$ cat config.mk
export PLATFORM = sky130hd
export DESIGN_NAME = div_iter
export DESIGN_NICKNAME = d
export VERILOG_FILES = /design/src/rtl/div_iter_pkg.sv /design/src/rtl/div_step.sv /design/src/rtl/div_iter.sv
export SDC_FILE = /design/constraint.sdc
export NUM_CORES = 1
export LEC_CHECK = 0
export BUFFER_PORTS_ARGS = -buffer_cell sky130_fd_sc_hd__buf_2
export CAP_MARGIN = 20
export CELL_PAD_IN_SITES_DETAIL_PLACEMENT = 2
export CELL_PAD_IN_SITES_GLOBAL_PLACEMENT = 2
export CORE_MARGIN = 1
export CORE_UTILIZATION = 33
export CTS_CLUSTER_DIAMETER = 40
export CTS_CLUSTER_SIZE = 40
export DETAILED_ROUTE_END_ITERATION = 16
export PLACE_DENSITY = 0.89
export SKIP_CTS_REPAIR_TIMING = 1
export SLEW_MARGIN = 5
export SYNTH_ARGS = -nofsm -noshare
export SYNTH_HDL_FRONTEND = slang
export SYNTH_HIERARCHICAL = 1
export SYNTH_SLANG_ARGS = --single-unit
$ cat constraint.sdc
create_clock -name clk -period 3.7 [get_ports clk]
set_input_delay 0.74 -clock clk [delete_from_list [all_inputs] [get_ports clk]]
set_output_delay 0.74 -clock clk [all_outputs]
set_load 0.01 [all_outputs]
$ cat src/rtl/div_iter_pkg.sv
// div_iter_pkg: shared muldiv widths and divider FSM state encodings
package div_iter_pkg;
  localparam int DIV_WIDTH = 32;
  localparam int DIV_CNT_W = 6;
  localparam logic [1:0] S_IDLE = 2'd0;
  localparam logic [1:0] S_CALC = 2'd1;
  localparam logic [1:0] S_DONE = 2'd2;
endpackage

$ cat src/rtl/div_step.sv
// div_step: one restoring-division step (combinational)
//   i_rem  partial remainder, always < i_dsr on entry
//   i_msb  dividend bit shifted in this step
//   i_dsr  divisor magnitude
//   o_rem  next partial remainder
//   o_qbit quotient bit produced by this step
module div_step #(
  parameter int WIDTH = 32
) (
  input  logic [WIDTH-1:0] i_rem,
  input  logic             i_msb,
  input  logic [WIDTH-1:0] i_dsr,
  output logic [WIDTH-1:0] o_rem,
  output logic             o_qbit
);
  // The shifted remainder needs WIDTH+1 bits since the divisor magnitude can
  // reach 2^(WIDTH-1) or more; one extra bit holds the borrow.
  logic [WIDTH+1:0] w_diff;
  assign w_diff = {1'b0, i_rem, i_msb} - {2'b00, i_dsr};
  assign o_qbit = ~w_diff[WIDTH+1];
  assign o_rem  = o_qbit ? w_diff[WIDTH-1:0] : {i_rem[WIDTH-2:0], i_msb};
endmodule

$ cat src/rtl/div_iter.sv
// div_iter: sequential radix-2 restoring divider for MIPS DIV/DIVU
//   in_valid/in_ready   operand handshake (x dividend, y divisor, div_signed)
//   out_valid/out_ready result handshake (q -> LO, r -> HI)
//   cancel              pipeline flush, aborts any operation in progress
//   busy                high in CALC or DONE for hazard stalls
module div_iter
  import div_iter_pkg::*;
#(
  parameter int WIDTH = DIV_WIDTH,
  parameter int CNT_W = DIV_CNT_W
) (
  input  logic             clk,
  input  logic             resetn,
  input  logic             in_valid,
  output logic             in_ready,
  input  logic             div_signed,
  input  logic [WIDTH-1:0] x,
  input  logic [WIDTH-1:0] y,
  input  logic             cancel,
  output logic             out_valid,
  input  logic             out_ready,
  output logic [WIDTH-1:0] q,
  output logic [WIDTH-1:0] r,
  output logic             busy
);
  logic [1:0]       r_state;
  logic [CNT_W-1:0] r_cnt;
  logic [WIDTH-1:0] r_rem, r_dvd, r_dsr, r_x, r_q, r_r;
  logic             r_sign_q, r_sign_r, r_div0;
  logic [WIDTH-1:0] w_ax, w_ay, w_rem_nxt, w_q_raw;
  logic             w_neg_x, w_neg_y, w_qbit, w_accept, w_last;
  assign w_neg_x  = div_signed & x[WIDTH-1];
  assign w_neg_y  = div_signed & y[WIDTH-1];
  assign w_ax     = w_neg_x ? -x : x;
  assign w_ay     = w_neg_y ? -y : y;
  assign w_accept = in_valid & (r_state == S_IDLE) & ~cancel;
  assign w_last   = r_cnt == CNT_W'(WIDTH - 1);
  // r_dvd doubles as the quotient register: dividend bits leave at the MSB
  // while quotient bits enter at the LSB.
  assign w_q_raw  = {r_dvd[WIDTH-2:0], w_qbit};
  div_step #(.WIDTH(WIDTH)) u_step (
    .i_rem  (r_rem),
    .i_msb  (r_dvd[WIDTH-1]),
    .i_dsr  (r_dsr),
    .o_rem  (w_rem_nxt),
    .o_qbit (w_qbit)
  );
  always_ff @(posedge clk or negedge resetn) begin
    if (!resetn) begin
      r_state  <= S_IDLE;
      r_cnt    <= '0;
      r_rem    <= '0;
      r_dvd    <= '0;
      r_dsr    <= '0;
      r_x      <= '0;
      r_q      <= '0;
      r_r      <= '0;
      r_sign_q <= 1'b0;
      r_sign_r <= 1'b0;
      r_div0   <= 1'b0;
    end else if (cancel && r_state != S_IDLE) begin
      r_state <= S_IDLE;
    end else if (w_accept) begin
      r_state  <= S_CALC;
      r_cnt    <= '0;
      r_rem    <= '0;
      r_dvd    <= w_ax;
      r_dsr    <= w_ay;
      r_x      <= x;
      r_sign_q <= w_neg_x ^ w_neg_y;
      r_sign_r <= w_neg_x;
      r_div0   <= y == '0;
    end else if (r_state == S_CALC) begin
      r_rem <= w_rem_nxt;
      r_dvd <= w_q_raw;
      r_cnt <= r_cnt + CNT_W'(1);
      if (w_last) begin
        r_state <= S_DONE;
        // Divide-by-zero still iterates for a fixed latency, then overrides.
        r_q <= r_div0 ? '1 : r_sign_q ? -w_q_raw : w_q_raw;
        r_r <= r_div0 ? r_x : r_sign_r ? -w_rem_nxt : w_rem_nxt;
      end
    end else if (r_state == S_DONE && out_ready) begin
      r_state <= S_IDLE;
    end
  end
  assign in_ready  = r_state == S_IDLE;
  assign busy      = r_state != S_IDLE;
  assign out_valid = r_state == S_DONE;
  assign q         = r_q;
  assign r         = r_r;
endmodule

# --- Word level (Yosys, flattened, before mapping) ---
# Cells that the tools add are included.
word_totals:
  reg_bits: 203
  inputBits: 70
  output_inout_bits: 67
  elab_cells: 59
op_classes:
  add_sub_neg: 6
  n_eq_ne: 4
  muxes: 18
  bitwise_logic: 9
  n_reduce_logical: 11
op_table:
  columns: ["cell", "count"]
  rows:
  - ["2-to-1 mux 32 bit", 11]
  - ["negator 32 bit", 4]
  - ["subtractor 33 x 32 -> 34 bit", 1]
  - ["logical NOT 32 bit", 1]
  - ["2-to-1 mux 6 bit", 2]
  - ["2-to-1 mux 2 bit", 5]
  - ["adder 6 x 1 -> 6 bit (second input constant)", 1]
  - ["equality test 6 x 5 -> 1 bit (second input constant)", 1]
  - ["AND reduction 2 bit", 3]
  - ["AND 1 bit", 4]
  - ["!= test 4 bit (second input constant)", 1]
  - ["NOT 1 bit", 4]
  - ["AND reduction 4 bit", 1]
  - ["nonzero test 2 bit", 2]
  - ["nonzero test 4 bit", 1]
  - ["equality test 2 x 1 -> 1 bit (second input constant)", 1]
  - ["equality test 2 bit (second input constant)", 1]
  - ["logical AND 1 bit", 2]
  - ["logical NOT 2 bit", 1]
  - ["bitwise XOR 1 bit", 1]

# --- Longest topological paths before layout ---
# Gate-level depths: netlist (run 1).
depth:
  word_depth: 6
  ltp_mapped: 20
  mapped_depth_nobuf: 17

# --- Modules after synthesis ---
# The synthesis (run 1) kept the hierarchy.
modules_own_cells:
  columns: ["module", "instances", "cells_each", "area_per_inst_um2", "seq_area_each_um2"]
  rows:
  - ["div_iter", 1, 1165, 10685.2, 5079.9]
  - ["div_step", 1, 373, 2429.8, 0.0]

# --- Worst setup path before layout (run 1) ---
# No wires, ideal clock.
synth_timing:
  path_type: "register to register"
  start: "register r_dvd[31]"
  end: "register r_r[26], in the netlist r[26]"
  setup_ns: 0.127
  arrival_time_ns: 3.877
  required_ns: 3.573
  slack_ns: -0.304
  path_stages_with_launch: 17
  n_path_buf: 0
  synth_period_minus_slack_ns: 4.004
  path_cell_list: "dfrtp_1 inv_1 ha_1 inv_1 fa_1 a21o_1 a31oi_4 nor2_2 o21a_1 o31ai_4 xnor2_1 mux2_2 nor4_1 nand4_1 o41ai_1 mux2i_1 nand3_1"
synth_between:
  elab_chain_cells: 5
synth_rtl:
  columns: ["element", "line", "source"]
  rows:
  - ["from (decl)", "div_iter.sv:28", "logic [WIDTH-1:0] r_rem, r_dvd, r_dsr, r_x, r_q, r_r;"]
  - ["from (signal assigned)", "div_iter.sv:67", "r_dvd <= w_ax;"]
  - ["from (signal assigned)", "div_iter.sv:75", "r_dvd <= w_q_raw;"]
  - ["subtractor 33 x 32 -> 34 bit", "div_step.sv:19", "assign w_diff = {1'b0, i_rem, i_msb} - {2'b00, i_dsr};"]
  - ["2-to-1 mux 32 bit", "div_step.sv:21", "assign o_rem = o_qbit ? w_diff[WIDTH-1:0] : {i_rem[WIDTH-2:0], i_msb};"]
  - ["net w_rem_nxt[12]", "div_iter.sv:30", "logic [WIDTH-1:0] w_ax, w_ay, w_rem_nxt, w_q_raw;"]
  - ["negator 32 bit", "div_iter.sv:81", "r_r <= r_div0 ? r_x : r_sign_r ? -w_rem_nxt : w_rem_nxt;"]
  - ["2-to-1 mux 32 bit (2 in series)", "div_iter.sv:81", null]
  - ["to (signal assigned)", "div_iter.sv:81", null]
  - ["to (decl)", "div_iter.sv:28", null]
# The timed path passes the listed nets, and every way through them passes these cells.
# A chain may end at the register's enable or synchronous reset.

# --- Worst setup path in the final report (run 1) ---
layout_timing:
  start: "register r_rem[6]"
  end: "register r_r[20], in the netlist r[20]"
layout_between:
  elab_chain_cells: 5
layout_rtl:
  columns: ["element", "line", "source"]
  rows:
  - ["from (decl)", "div_iter.sv:28", null]
  - ["from (signal assigned)", "div_iter.sv:74", "r_rem <= w_rem_nxt;"]
  - ["subtractor 33 x 32 -> 34 bit", "div_step.sv:19", null]
  - ["2-to-1 mux 32 bit", "div_step.sv:21", null]
  - ["net w_rem_nxt[18]", "div_iter.sv:30", null]
  - ["negator 32 bit", "div_iter.sv:81", null]
  - ["2-to-1 mux 32 bit (2 in series)", "div_iter.sv:81", null]
# The timed path passes the listed nets, and every way through them passes these cells.

==> results.rst, run 1 <==
.. list-table::
   :header-rows: 1

   * - Metric
     - Value
   * - Result of the run
     - complete, but fails checks
   * - Violations in the final reports
     - capacitance limit, slew limit, setup timing
   * - Overall die height
     - 201 µm
   * - Antenna Nets Post-Route
     - 0
   * - RSZ-0062 raised after global routing
     - true
   * - Total of flip-flops plus latches after synthesis
     - roughly 200
   * - Net Sw Power
     - 12,200 µW
   * - Asr flop ratio synth
     - 1.00
   * - Cell accounting for the most synthesized area
     - sky130_fd_sc_hd__dfrtp_1
   * - TritonCTS clock tree
     - built
   * - Largest clock skew in the final design
     - 0.0428 ns
   * - TritonCTS buffer count
     - 39
   * - Post-Syn Nets
     - between 1,500 and 2,000
   * - Startpoint of the worst-slack reg-to-reg timing path
     - r_rem[6]$_DFFE_PN0P_
   * - Synth cell types
     - 84
   * - Leakage
     - 0.00876 µW
   * - Dpl hpwl
     - about 46 mm
   * - Total global routing overflow
     - 0
   * - Top FF cell, synth
     - sky130_fd_sc_hd__dfrtp_1
   * - Routed length per placed instance
     - 39.4 µm
   * - Met2 demand-to-capacity share in global routing
     - 0.625
   * - Arrival time worst endpoint
     - 5.29 ns
   * - Number of rows created at floorplan
     - 72
   * - Final Hold Violating Endpoints
     - 0
   * - Number of cells in the finished layout apart from fillers
     - 2,453
   * - Horizontal die dimension
     - around 200 µm
   * - Mean area per synthesized cell
     - ~8.5 µm²
   * - Crit. Startpoint
     - r_rem[6]$_DFFE_PN0P_
   * - Number of clock sinks
     - 203
   * - Startpoint types
     - flip-flop
   * - Iteration-0 DRC Markers
     - 1,923
   * - GRT Resource Usage Total
     - 0.371
   * - Highest fanout seen on the critical path
     - 7
   * - Die outline area
     - a little over 40,000 µm²
   * - Worst-case clock buffer depth
     - 3
   * - Fin. max-slew vios
     - 17
   * - Internal power component
     - 11,400 µW
   * - Top cell type's share of synthesized area
     - 0.387
   * - Minimum clock period
     - between 4 and 5 ns
   * - Buffers and inverters on the worst path
     - 4
   * - Part of the Yosys area used for sequential elements
     - 0.387
   * - Initial antenna violation count
     - 9
   * - Share of the core filled with cells in the final layout
     - 0.496
   * - Pwr Total
     - 23,500 µW
   * - CTS root buf
     - sky130_fd_sc_hd__clkbuf_16
   * - Maximum number of pins on one net before global-route repair
     - 103
   * - Slowest-stage cell, CP
     - sky130_fd_sc_hd__a21oi_1
   * - Top-level port count
     - 137
   * - Post-route clock period utilization
     - 1.33
   * - Sequential Power Share
     - 0.139
   * - Post-route setup slack
     - -1.23 ns
   * - Buffers on Ports
     - 136
   * - Layout net count
     - 2,008
   * - Number of placed instances with taps included
     - 2,328
   * - Via count of the routed design
     - ~17,000
   * - Crit end category
     - flip-flop
   * - Worst-Skew Late Latency
     - around 0.6 ns
   * - Via count of the first global-routing pass
     - 17,000
   * - Setup Crit Path Kind
     - reg2reg
   * - Portion of total power attributed to combinational logic
     - 0.697
   * - Worst hold path type
     - in2async
   * - Chain of cells forming the critical path
     - ha_1, buf_4, a21oi_1, o21ai_1, a21o_1, a31oi_4, o21ai_1, xnor2_1, o21ai_0, buf_4, nand2b_1, buf_6, buf_4, o31ai_2, xor2_1, o22ai_2
   * - Max-Cap Viols
     - 1
   * - Final GP Congestion
     - 0.909
   * - Floorplan core area
     - 38,900 µm²
   * - Worst slew margin
     - -0.0293
   * - Stage delay of the slowest cell on the critical path
     - 0.65 ns
   * - Worst slew pin tran
     - between 1.5 and 2 ns
   * - Dpl ws
     - -0.600 ns
   * - Initial Utilization
     - 0.337
   * - 1st-pass router iterations
     - 7
   * - Most prevalent standard cell on the critical path
     - sky130_fd_sc_hd__buf_4
   * - Cell family with most CP delay
     - compound AO/OA/AOI/OAI gates
   * - GRT busiest layer
     - met2
   * - Switching power as a share of total power
     - 0.517
   * - GR Util met3
     - 0.0700
   * - Most area-consuming cells after synthesis
     - sky130_fd_sc_hd__dfrtp_1, sky130_fd_sc_hd__nand2_1, sky130_fd_sc_hd__xor2_1, sky130_fd_sc_hd__o21ai_0, sky130_fd_sc_hd__ha_1
   * - Clock transition at the registers of the reported paths
     - 0.07 ns
   * - Area growth, synth to finish
     - 47.3%
   * - Synthesized area
     - ~13,000 µm²
   * - Number of levels the H-tree was split into
     - 2
   * - Number of synthesized flops with an enable pin
     - 0
   * - Final Routed Wirelength
     - between 90 and 100 mm
   * - First-pass GRT wire length
     - about 110 mm
   * - Synth Warn #
     - 6
   * - Worst IR Drop VDD
     - 0.530 mV
   * - GR Util met1
     - 0.425
   * - Power share of the clock group
     - 0.164
   * - Layout cells sized above 1
     - 0.376
   * - Pwr dens
     - 1220 nW/µm²
   * - Number of cells produced by synthesis
     - 1,538
   * - DRC Markers
     - 0
   * - Crit path required time
     - 4.06 ns
   * - Total setup violations reported at the end of the flow
     - 61
   * - Peak clock frequency supported by timing
     - 203 MHz
   * - Sum of negative setup slack
     - -37.49 ns
   * - Vias per cell
     - 6.83
## path summary, 6_finish.rpt
path | endpoint | slack [ns] | cells after the start
setup reg to reg | r[20]$_DFFE_PN0P_ | -1.23 | 16
min in group clk | r_state[1]$_DFFE_PN0P_ | 0.44 | 2
setup / recovery | r[20]$_DFFE_PN0P_ | -1.23 | 16
max in group asynchronous | q[10]$_DFFE_PN0P_ | 2.25 | 2
hold / removal | r_dsr[27]$_DFFE_PN0P_ | 0.24 | 1
hold reg to reg | r[0]$_DFFE_PN0P_ | 0.49 | 2
## layout make-up
type                            instances  area (µm²)
Fill cell                            4088       19600
Multi-Input combinational cell       1175        9000
Inverter                               62         248
Tap cell                              518         648
Clock inverter                         22         234
Timing Repair Buffer                  419        3020
Antenna cell                            6        15.0
Sequential cell                       203        5080
Clock buffer                           48        1070
## power groups by stage
stage | Combinational [µW] | Sequential, µW | Clock (µW)
2_1_floorplan | 4950 | 2880 | 0
3_3_place_gp | 9250 | 2980 | 0
3_5_place_dp | 10000 | 3050 | 0
4_1_cts | 10900 | 3070 | 3720
5_1_grt | 16500 | 3260 | 3920
6_report | 16400 | 3270 | 3870
## metrics by stage
stage	hold WS, ns	instance area, µm²
2_1_floorplan	0.437	13200
3_3_place_gp	0.459	16000
3_5_place_dp	0.475	16000
4_1_cts	0.364	17300
5_1_grt	0.342	19300
6_report	0.243	19300
## cell usage in the layout (no fill, tap or decap), types with 8 or more instances in the layout
cell	count
sky130_fd_sc_hd__inv_1	48
sky130_fd_sc_hd__xor2_1	73
sky130_fd_sc_hd__o22ai_1	15
sky130_fd_sc_hd__dfrtp_1	199
sky130_fd_sc_hd__nand2_1	218
sky130_fd_sc_hd__a31oi_1	31
sky130_fd_sc_hd__xor2_2	9
sky130_fd_sc_hd__nand2_2	12
sky130_fd_sc_hd__buf_4	249
sky130_fd_sc_hd__o21ai_1	25
sky130_fd_sc_hd__buf_2	136
sky130_fd_sc_hd__and3_1	13
sky130_fd_sc_hd__o41ai_1	9
sky130_fd_sc_hd__o21ai_2	13
sky130_fd_sc_hd__nand4_1	11
sky130_fd_sc_hd__o31ai_4	20
sky130_fd_sc_hd__buf_6	22
sky130_fd_sc_hd__a21oi_1	75
sky130_fd_sc_hd__a21oi_2	16
sky130_fd_sc_hd__ha_1	16
sky130_fd_sc_hd__mux2i_1	16
sky130_fd_sc_hd__clkbuf_16	41
sky130_fd_sc_hd__or4_1	10
sky130_fd_sc_hd__xnor2_1	45
sky130_fd_sc_hd__o31ai_1	15
sky130_fd_sc_hd__clkinv_2	8
sky130_fd_sc_hd__a22oi_1	11
sky130_fd_sc_hd__nand3_1	24
sky130_fd_sc_hd__a21o_1	13
sky130_fd_sc_hd__o21ai_0	89
sky130_fd_sc_hd__buf_12	8
sky130_fd_sc_hd__nor2_1	106
sky130_fd_sc_hd__nor3_1	16
sky130_fd_sc_hd__a22o_1	31
sky130_fd_sc_hd__nor4_1	12
sky130_fd_sc_hd__inv_2	11
sky130_fd_sc_hd__ha_4	19
sky130_fd_sc_hd__o21ai_4	11
sky130_fd_sc_hd__o41ai_4	17
## cells in the mapped netlist, drive strengths merged, types with 29 or more instances
library cell / n
a21oi: 95
a22o: 31
a31oi: 36
clkbuf: 70
dfrtp: 203
ha: 37
inv: 61
nand2: 233
nor2: 111
o21ai: 138
o31ai: 38
o41ai: 29
xnor2: 51
xor2: 82
## sequential cells by signal (all words and copies together), names as in the netlist, 2 cells and up
register / flops
r_x: 32
r_cnt: 6
r_dsr: 32
r_dvd: 32
r_rem: 32
r: 32
q: 32
r_state: 2
## metal layers
| layer | share of wire | routed length [µm] |
|---|---|---|
| met1 | 0.36 | 34900 |
| met2 | 0.45 | 43700 |
| met3 | 0.097 | 9390 |
| met4 | 0.089 | 8560 |
| met5 | 0.00031 | 30 |
## logic make-up after synthesis
| group | after synthesis | share of synthesized area |
|---|---|---|
| AOI/OAI and AO/OA | 464 | 0.234 |
| xor gates and xnor gates | 133 | 0.0888 |
| buffers and inverters | 160 | 0.0499 |
| muxes | 23 | 0.0185 |
| adders and majority gates | 38 | 0.0368 |
| DFF | 203 | 0.387 |
| and+or+nand+nor | 517 | 0.185 |
## worst register-to-register path, delay by kind of cell (launching register included)
kind,cells,cell delay (ns)
AO/OA/AOI/OAI,8,2.42
buffers and inverters,4,0.74
XOR/XNOR,2,0.55
flip-flops,1,0.44
adder cells (fa/ha/maj),1,0.39
AND/OR/NAND/NOR,1,0.18
Note: power is estimated with default switching activity, not from simulation.
==> run 2, diff against run 1 <==
--- a/config.mk
+++ b/config.mk
@@ -15,6 +15,7 @@
 export CTS_CLUSTER_SIZE = 40
 export DETAILED_ROUTE_END_ITERATION = 16
 export PLACE_DENSITY = 0.89
+export SETUP_SLACK_MARGIN = 0.15
 export SKIP_CTS_REPAIR_TIMING = 1
 export SLEW_MARGIN = 5
 export SYNTH_ARGS = -nofsm -noshare
==> run 2 against run 1 <==
  * Sequential power fell by 1%
  * The flow finishes with violations (setup timing)
  * Non-clock buffer count decreased by 49
  * Largest cell class unchanged
  * Highest routed layer unchanged
  * Utilization is 2.6 points lower
  * First-iteration DRC count shrank 9.0%
  * Count of clock-buffer cells in the layout decreased by 2
  * Maximum frequency is 0.89% lower
  * Via count down 1.9%
  * Largest power group unchanged
  * Power down 8.6%
==> results.rst, run 2 (synthesized netlist as in run 1, its figures left out) <==
.. list-table::
   :header-rows: 1

   * - Metric
     - Value
   * - Slowest-stage cell, CP
     - sky130_fd_sc_hd__dfrtp_1
   * - Chain of cells forming the critical path
     - ha_4, and4_1, and3_4, o21ai_4, buf_4, a31oi_2, nor3_2, xor2_1, o21ai_1, or3_1, or2_2, o41ai_4, xor2_1, o22ai_1
   * - Worst slew pin tran
     - roughly 1.5 ns
   * - Dpl hpwl
     - ~45 mm
   * - Via count of the first global-routing pass
     - 16,900
   * - Result of the run
     - complete, but fails checks
   * - Worst-Skew Late Latency
     - 0.60 ns
   * - First-pass GRT wire length
     - 109 mm
   * - Iteration-0 DRC Markers
     - ~1,800
   * - Switching power as a share of total power
     - 0.521
   * - Post-DP Area
     - 15,800 µm²
   * - Vias per cell
     - 6.84
   * - Number of levels the H-tree was split into
     - 2
   * - Antenna Nets Post-Route
     - 0
   * - Number of inserted filler cells in the final layout
     - 4,144
   * - Leakage
     - 0.00832 µW
   * - Number of cells in the finished layout apart from fillers
     - 2,402
   * - Stage delay of the slowest cell on the critical path
     - roughly 0.55 ns
   * - Max-Cap Viols
     - 0
   * - Area growth, synth to finish
     - 39.7%
   * - Overall die height
     - around 200 µm
   * - Violations in the final reports
     - setup timing
   * - TritonCTS clock tree
     - built
   * - Maximum number of pins on one net before global-route repair
     - between 90 and 100
   * - Total global routing overflow
     - 0
   * - Worst IR Drop VDD
     - slightly below 0.7 mV
   * - Final GP Congestion
     - 0.950
   * - Initial Utilization
     - 0.337
   * - Most common library cell in the layout ignoring fill and taps
     - sky130_fd_sc_hd__nand2_1
   * - Startpoint of the worst-slack reg-to-reg timing path
     - r_rem[11]$_DFFE_PN0P_
   * - CTS root buf
     - sky130_fd_sc_hd__clkbuf_16
   * - Buffers on Ports
     - roughly 140
   * - Net Sw Power
     - between 10,000 and 15,000 µW
   * - Number of placed instances with taps included
     - 2,291
   * - Clock transition at the registers of the reported paths
     - 0.06 ns
   * - GRT Resource Usage Total
     - 0.351
   * - Worst-case clock buffer depth
     - 3
   * - TritonCTS buffer count
     - 38
   * - Most frequent cells in the layout
     - sky130_fd_sc_hd__nand2_1, sky130_fd_sc_hd__buf_4, sky130_fd_sc_hd__dfrtp_1
   * - Top-level port count
     - 137
   * - Crit path required time
     - 4.07 ns
   * - Most prevalent standard cell on the critical path
     - sky130_fd_sc_hd__xor2_1
   * - RSZ-0062 raised after global routing
     - true
   * - Total setup violations reported at the end of the flow
     - 55
   * - Floorplan core area
     - 38,900 µm²
   * - Fin. max-slew vios
     - 0
   * - Final Hold Violating Endpoints
     - 0
   * - Flop-to-flop setup slack
     - -1.27 ns
   * - Arrival time worst endpoint
     - 5.35 ns
   * - Worst slew margin
     - 0.0158
   * - Initial antenna violation count
     - 15
   * - Worst reg-to-reg path cell count
     - 14
   * - Largest clock skew in the final design
     - about 0.044 ns
   * - Final Routed Wirelength
     - 90.2 mm
   * - Number of clock sinks
     - slightly above 200
   * - Layout cells sized above 1
     - 0.331
   * - Routed length per placed instance
     - 37.5 µm
   * - Worst hold path type
     - in2async
   * - Highest fanout seen on the critical path
     - 4
   * - Capture point of the worst reg-to-reg path
     - r[24]$_DFFE_PN0P_
   * - Power share of the clock group
     - 0.163
   * - 1st-pass router iterations
     - 5
   * - Minimum clock period
     - just under 5 ns
   * - Internal power component
     - 10,300 µW
   * - Number of rows created at floorplan
     - just over 70
   * - Die outline area
     - 40,500 µm²
   * - Sequential Power Share
     - 0.150
   * - Post-route clock period utilization
     - 1.34
   * - Setup Crit Path Kind
     - reg2reg
   * - Crit end category
     - flip-flop
   * - Post-route setup slack
     - -1.27 ns
   * - Horizontal die dimension
     - 201 µm
   * - Peak clock frequency supported by timing
     - 201 MHz
   * - Layout net count
     - a little under 2,000
   * - DRC Markers
     - 0
   * - Pwr dens
     - 1170 nW/µm²
   * - Final design instance area without fill
     - 18,300 µm²
   * - Via count of the routed design
     - 16,400
   * - Startpoint types
     - flip-flop
   * - Sum of negative setup slack
     - -27.98 ns
   * - Portion of total power attributed to combinational logic
     - 0.687
## run 2: cell types whose count changed in the layout (fill, tap and decap cells not counted), sizes merged
| cell | before | now |
|---|---|---|
| clkbuf | 51 | 47 |
| clkinv | 13 | 10 |
| bufinv | 3 | 0 |
| diode | 6 | 8 |
| inv | 64 | 68 |
| buf | 416 | 369 |
## run 2: power groups by stage
stage / combinational, µW / sequential [µW] / clock [µW]
2_1_floorplan: 5240 / 2880 / 0
4_1_cts: 10500 / 3080 / 3410
6_report: 14800 / 3230 / 3500
3_5_place_dp: 9790 / 3060 / 0
3_3_place_gp: 8970 / 3000 / 0
5_1_grt: 14900 / 3230 / 3560
## run 2: stage by stage
step	total power, µW	utilization	worst slack [ns]	hold WS, ns
2_1_floorplan	8120	-	0.0370	0.437
3_3_place_gp	12000	0.406	-0.253	0.455
3_5_place_dp	12900	0.406	-0.597	0.473
4_1_cts	17000	0.436	-0.893	0.314
5_1_grt	21700	0.471	-1.18	0.335
6_report	21500	0.471	-1.27	0.263
## run 2: metal layers
layer | up-vias | part of all wire | GRT usage
met4 | 14 | 0.090 | 0.217
met1 | 8293 | 0.36 | 0.410
li1 | 6138 | - | -
met5 | - | 0.00089 | 0
met2 | 1396 | 0.46 | 0.599
met3 | 590 | 0.090 | 0.0609
## run 2: worst max-delay path by stage
stage	startpoint	endpoint	slack, ns	cells past startpoint
floorplan	r_rem[0]$_DFFE_PN0P_	q[14]$_DFFE_PN0P_	0.04	17
global placement	r_rem[7]$_DFFE_PN0P_	r[28]$_DFFE_PN0P_	-0.25	17
detailed placement	r_dvd[31]$_DFFE_PN0P_	r[24]$_DFFE_PN0P_	-0.60	16
CTS	r_rem[21]$_DFFE_PN0P_	r[18]$_DFFE_PN0P_	-0.89	16
global route	r_dsr[1]$_DFFE_PN0P_	r[29]$_DFFE_PN0P_	-1.18	17
finish	r_rem[11]$_DFFE_PN0P_	r[24]$_DFFE_PN0P_	-1.27	14
## run 2: critical path, delay by kind of cell (launching register included)
kind / cells / cell delay [ns]
buffers and inverters: 1 / 0.17
XOR/XNOR: 2 / 0.81
AND/OR/NAND/NOR: 5 / 1.40
flip-flops: 1 / 0.55
AO/OA/AOI/OAI: 5 / 1.42
adder cells (fa/ha/maj): 1 / 0.41
## run 2: cell type report
class                           instances  area [µm²]  share of cell area
Antenna cell                            8        20.0             0.00109
Clock buffer                           46        1020              0.0557
Clock inverter                         20         159             0.00867
Inverter                               62         245              0.0134
Multi-Input combinational cell       1175        8590               0.469
Sequential cell                       203        5080               0.277
Tap cell                              518         648              0.0354
Timing Repair Buffer                  370        2550               0.139
==> run 3, diff against run 2 <==
--- a/config.mk
+++ b/config.mk
@@ -22,3 +22,4 @@
 export SYNTH_HDL_FRONTEND = slang
 export SYNTH_HIERARCHICAL = 1
 export SYNTH_SLANG_ARGS = --single-unit
+export TNS_END_PERCENT = 50
==> run 3 against run 2 <==
  * Largest cell class unchanged
  * Register-to-register slack better by 0.09 ns
  * First-iteration DRC count is 10% higher
  * The run ends with capacitance limit, slew limit, setup timing left
  * Power is 7.5% higher
  * Sequential cell count is the same
  * Non-clock buffer count rose by 22
  * Clock skew rose by 0.021 ns
  * Critical path depth rose by 3
==> results.rst, run 3 (synthesized netlist as in run 1, its figures left out) <==
.. list-table::
   :header-rows: 1

   * - Metric
     - Value
   * - Flop-to-flop setup slack
     - -1.18 ns
   * - Antenna Nets Post-Route
     - 0
   * - Setup Crit Path Kind
     - reg2reg
   * - Final Hold Violating Endpoints
     - 0
   * - Number of rows created at floorplan
     - 72
   * - Final Routed Wirelength
     - 97.1 mm
   * - Layout cells sized above 1
     - 0.348
   * - Top-level port count
     - 137
   * - 1st-pass router iterations
     - 5
   * - Slowest-stage cell, CP
     - sky130_fd_sc_hd__a31oi_2
   * - Via count of the routed design
     - roughly 17,000
   * - Chain of cells forming the critical path
     - ha_4, a21oi_4, o21ai_2, a31oi_2, a21boi_4, buf_6, nor2_1, xnor2_1, mux2_4, nor4_4, buf_4, buf_6, nand2b_4, buf_6, o41ai_4, xor2_1, o22ai_2
   * - Highest fanout seen on the critical path
     - 4
   * - TritonCTS clock tree
     - built
   * - Die outline area
     - 40,500 µm²
   * - Max-Cap Viols
     - 1
   * - Number of placed instances with taps included
     - 2,312
   * - Sum of negative setup slack
     - -37.60 ns
   * - Most prevalent standard cell on the critical path
     - sky130_fd_sc_hd__buf_6
   * - Stage delay of the slowest cell on the critical path
     - around 0.66 ns
   * - Post-route clock period utilization
     - 1.32
   * - Total setup violations reported at the end of the flow
     - 60
   * - Area growth, synth to finish
     - 44.4%
   * - Worst slew margin
     - -0.0744
   * - Buffers on Ports
     - around 140
   * - Worst IR Drop VDD
     - 0.532 mV
   * - Routed length per placed instance
     - 39.8 µm
   * - Crit path required time
     - 4.07 ns
   * - Horizontal die dimension
     - between 200 and 250 µm
   * - Arrival time worst endpoint
     - 5.24 ns
   * - Vias per cell
     - 6.94
   * - Clock transition at the registers of the reported paths
     - 0.07 ns
   * - Startpoint types
     - flip-flop
   * - DRC Markers
     - 0
   * - Buffers and inverters on the worst path
     - 4
   * - Capture point of the worst reg-to-reg path
     - r[21]$_DFFE_PN0P_
   * - Most frequent cells in the layout
     - sky130_fd_sc_hd__nand2_1, sky130_fd_sc_hd__buf_4, sky130_fd_sc_hd__dfrtp_1
   * - Minimum clock period
     - 4.88 ns
   * - Maximum number of pins on one net before global-route repair
     - 95
   * - RSZ-0062 raised after global routing
     - true
   * - First-pass GRT wire length
     - 112 mm
   * - Number of levels the H-tree was split into
     - 2
   * - Share of the core filled with cells in the final layout
     - 0.486
   * - Violations in the final reports
     - capacitance limit, slew limit, setup timing
   * - Worst slew pin tran
     - 1.61 ns
   * - Leakage
     - 0.00859 µW
   * - Pwr Total
     - 23,100 µW
   * - Worst-Skew Late Latency
     - 0.62 ns
   * - Worst hold path type
     - in2async
   * - Overall die height
     - 201 µm
   * - Total global routing overflow
     - 0
   * - Most common library cell in the layout ignoring fill and taps
     - sky130_fd_sc_hd__nand2_1
   * - GRT Resource Usage Total
     - 0.361
   * - Final GP Congestion
     - 0.894
   * - Initial antenna violation count
     - 13
   * - Floorplan core area
     - 38,900 µm²
   * - Dpl ws
     - -0.672 ns
   * - Largest clock skew in the final design
     - 0.0649 ns
   * - Crit end category
     - flip-flop
   * - Worst-case clock buffer depth
     - 3
   * - Initial Utilization
     - 0.337
   * - Worst reg-to-reg path cell count
     - 17
   * - Pwr dens
     - 1220 nW/µm²
   * - Result of the run
     - complete, but fails checks
   * - TritonCTS buffer count
     - 39
   * - Fin. max-slew vios
     - 28
   * - Post-route setup slack
     - -1.18 ns
   * - Layout net count
     - 1,982
   * - Number of cells in the finished layout apart from fillers
     - 2,439
   * - CTS root buf
     - sky130_fd_sc_hd__clkbuf_16
   * - Peak clock frequency supported by timing
     - 205 MHz
   * - Iteration-0 DRC Markers
     - ~1,900
   * - Dpl hpwl
     - 45.3 mm
   * - Startpoint of the worst-slack reg-to-reg timing path
     - r_rem[7]$_DFFE_PN0P_
   * - Number of clock sinks
     - 203
   * - Cell family with most CP delay
     - compound AO/OA/AOI/OAI gates
   * - Via count of the first global-routing pass
     - ~17,000
[run 3: layer usage]
layer,part of all wire,track usage,wire [µm]
met2,0.45,0.615,43400
met4,0.11,0.223,10500
met3,0.094,0.0649,9090
met5,0.00023,0,22
met1,0.35,0.422,34200
[run 3: how the worst max path moves through the flow]
stage / end / start / cells past startpoint / slack [ns]
after floorplan: r[12]$_DFFE_PN0P_ / r_rem[0]$_DFFE_PN0P_ / 16 / -0.03
after global placement: r[17]$_DFFE_PN0P_ / r_dsr[27]$_DFFE_PN0P_ / 18 / -0.39
after detailed placement: r[29]$_DFFE_PN0P_ / r_rem[21]$_DFFE_PN0P_ / 15 / -0.67
after CTS: r[29]$_DFFE_PN0P_ / r_rem[7]$_DFFE_PN0P_ / 14 / -1.14
after global routing: r[28]$_DFFE_PN0P_ / r_dsr[15]$_DFFE_PN0P_ / 15 / -1.13
final: r[21]$_DFFE_PN0P_ / r_rem[7]$_DFFE_PN0P_ / 17 / -1.18
[run 3: worst register-to-register path: cells and delay by family, from the launching register on]
| kind | cells | cell delay [ns] |
|---|---|---|
| fa+ha+maj | 1 | 0.31 |
| simple gates | 3 | 0.75 |
| mux | 1 | 0.32 |
| flops | 1 | 0.48 |
| compound gates | 6 | 1.70 |
| buf+inv | 4 | 0.67 |
| xor+xnor | 2 | 0.42 |
[run 3: per-stage QoR]
step / area [µm²] / hold WS (ns)
floorplan: 13300 / 0.437
global placement: 15900 / 0.456
detailed placement: 15900 / 0.473
CTS: 17300 / 0.143
global route: 18900 / 0.129
finish: 18900 / 0.104
[run 3: layout make-up]
| type | instances | area [µm²] |
|---|---|---|
| tap | 518 | 648 |
| sequential | 203 | 5080 |
| clock buffer | 50 | 1060 |
| inverter | 62 | 238 |
| timing repair buffer | 392 | 2830 |
| multi-input combinational | 1176 | 8730 |
| fill | 4061 | 20000 |
| antenna | 17 | 42.5 |
| clock inverter | 21 | 298 |
[run 3: report_power, final]
| group | switching (µW) | internal [µW] |
|---|---|---|
| Sequential | 632 | 2600 |
| Clock | 1600 | 2400 |
| Combinational | 9700 | 6210 |
| Total | 11900 | 11200 |
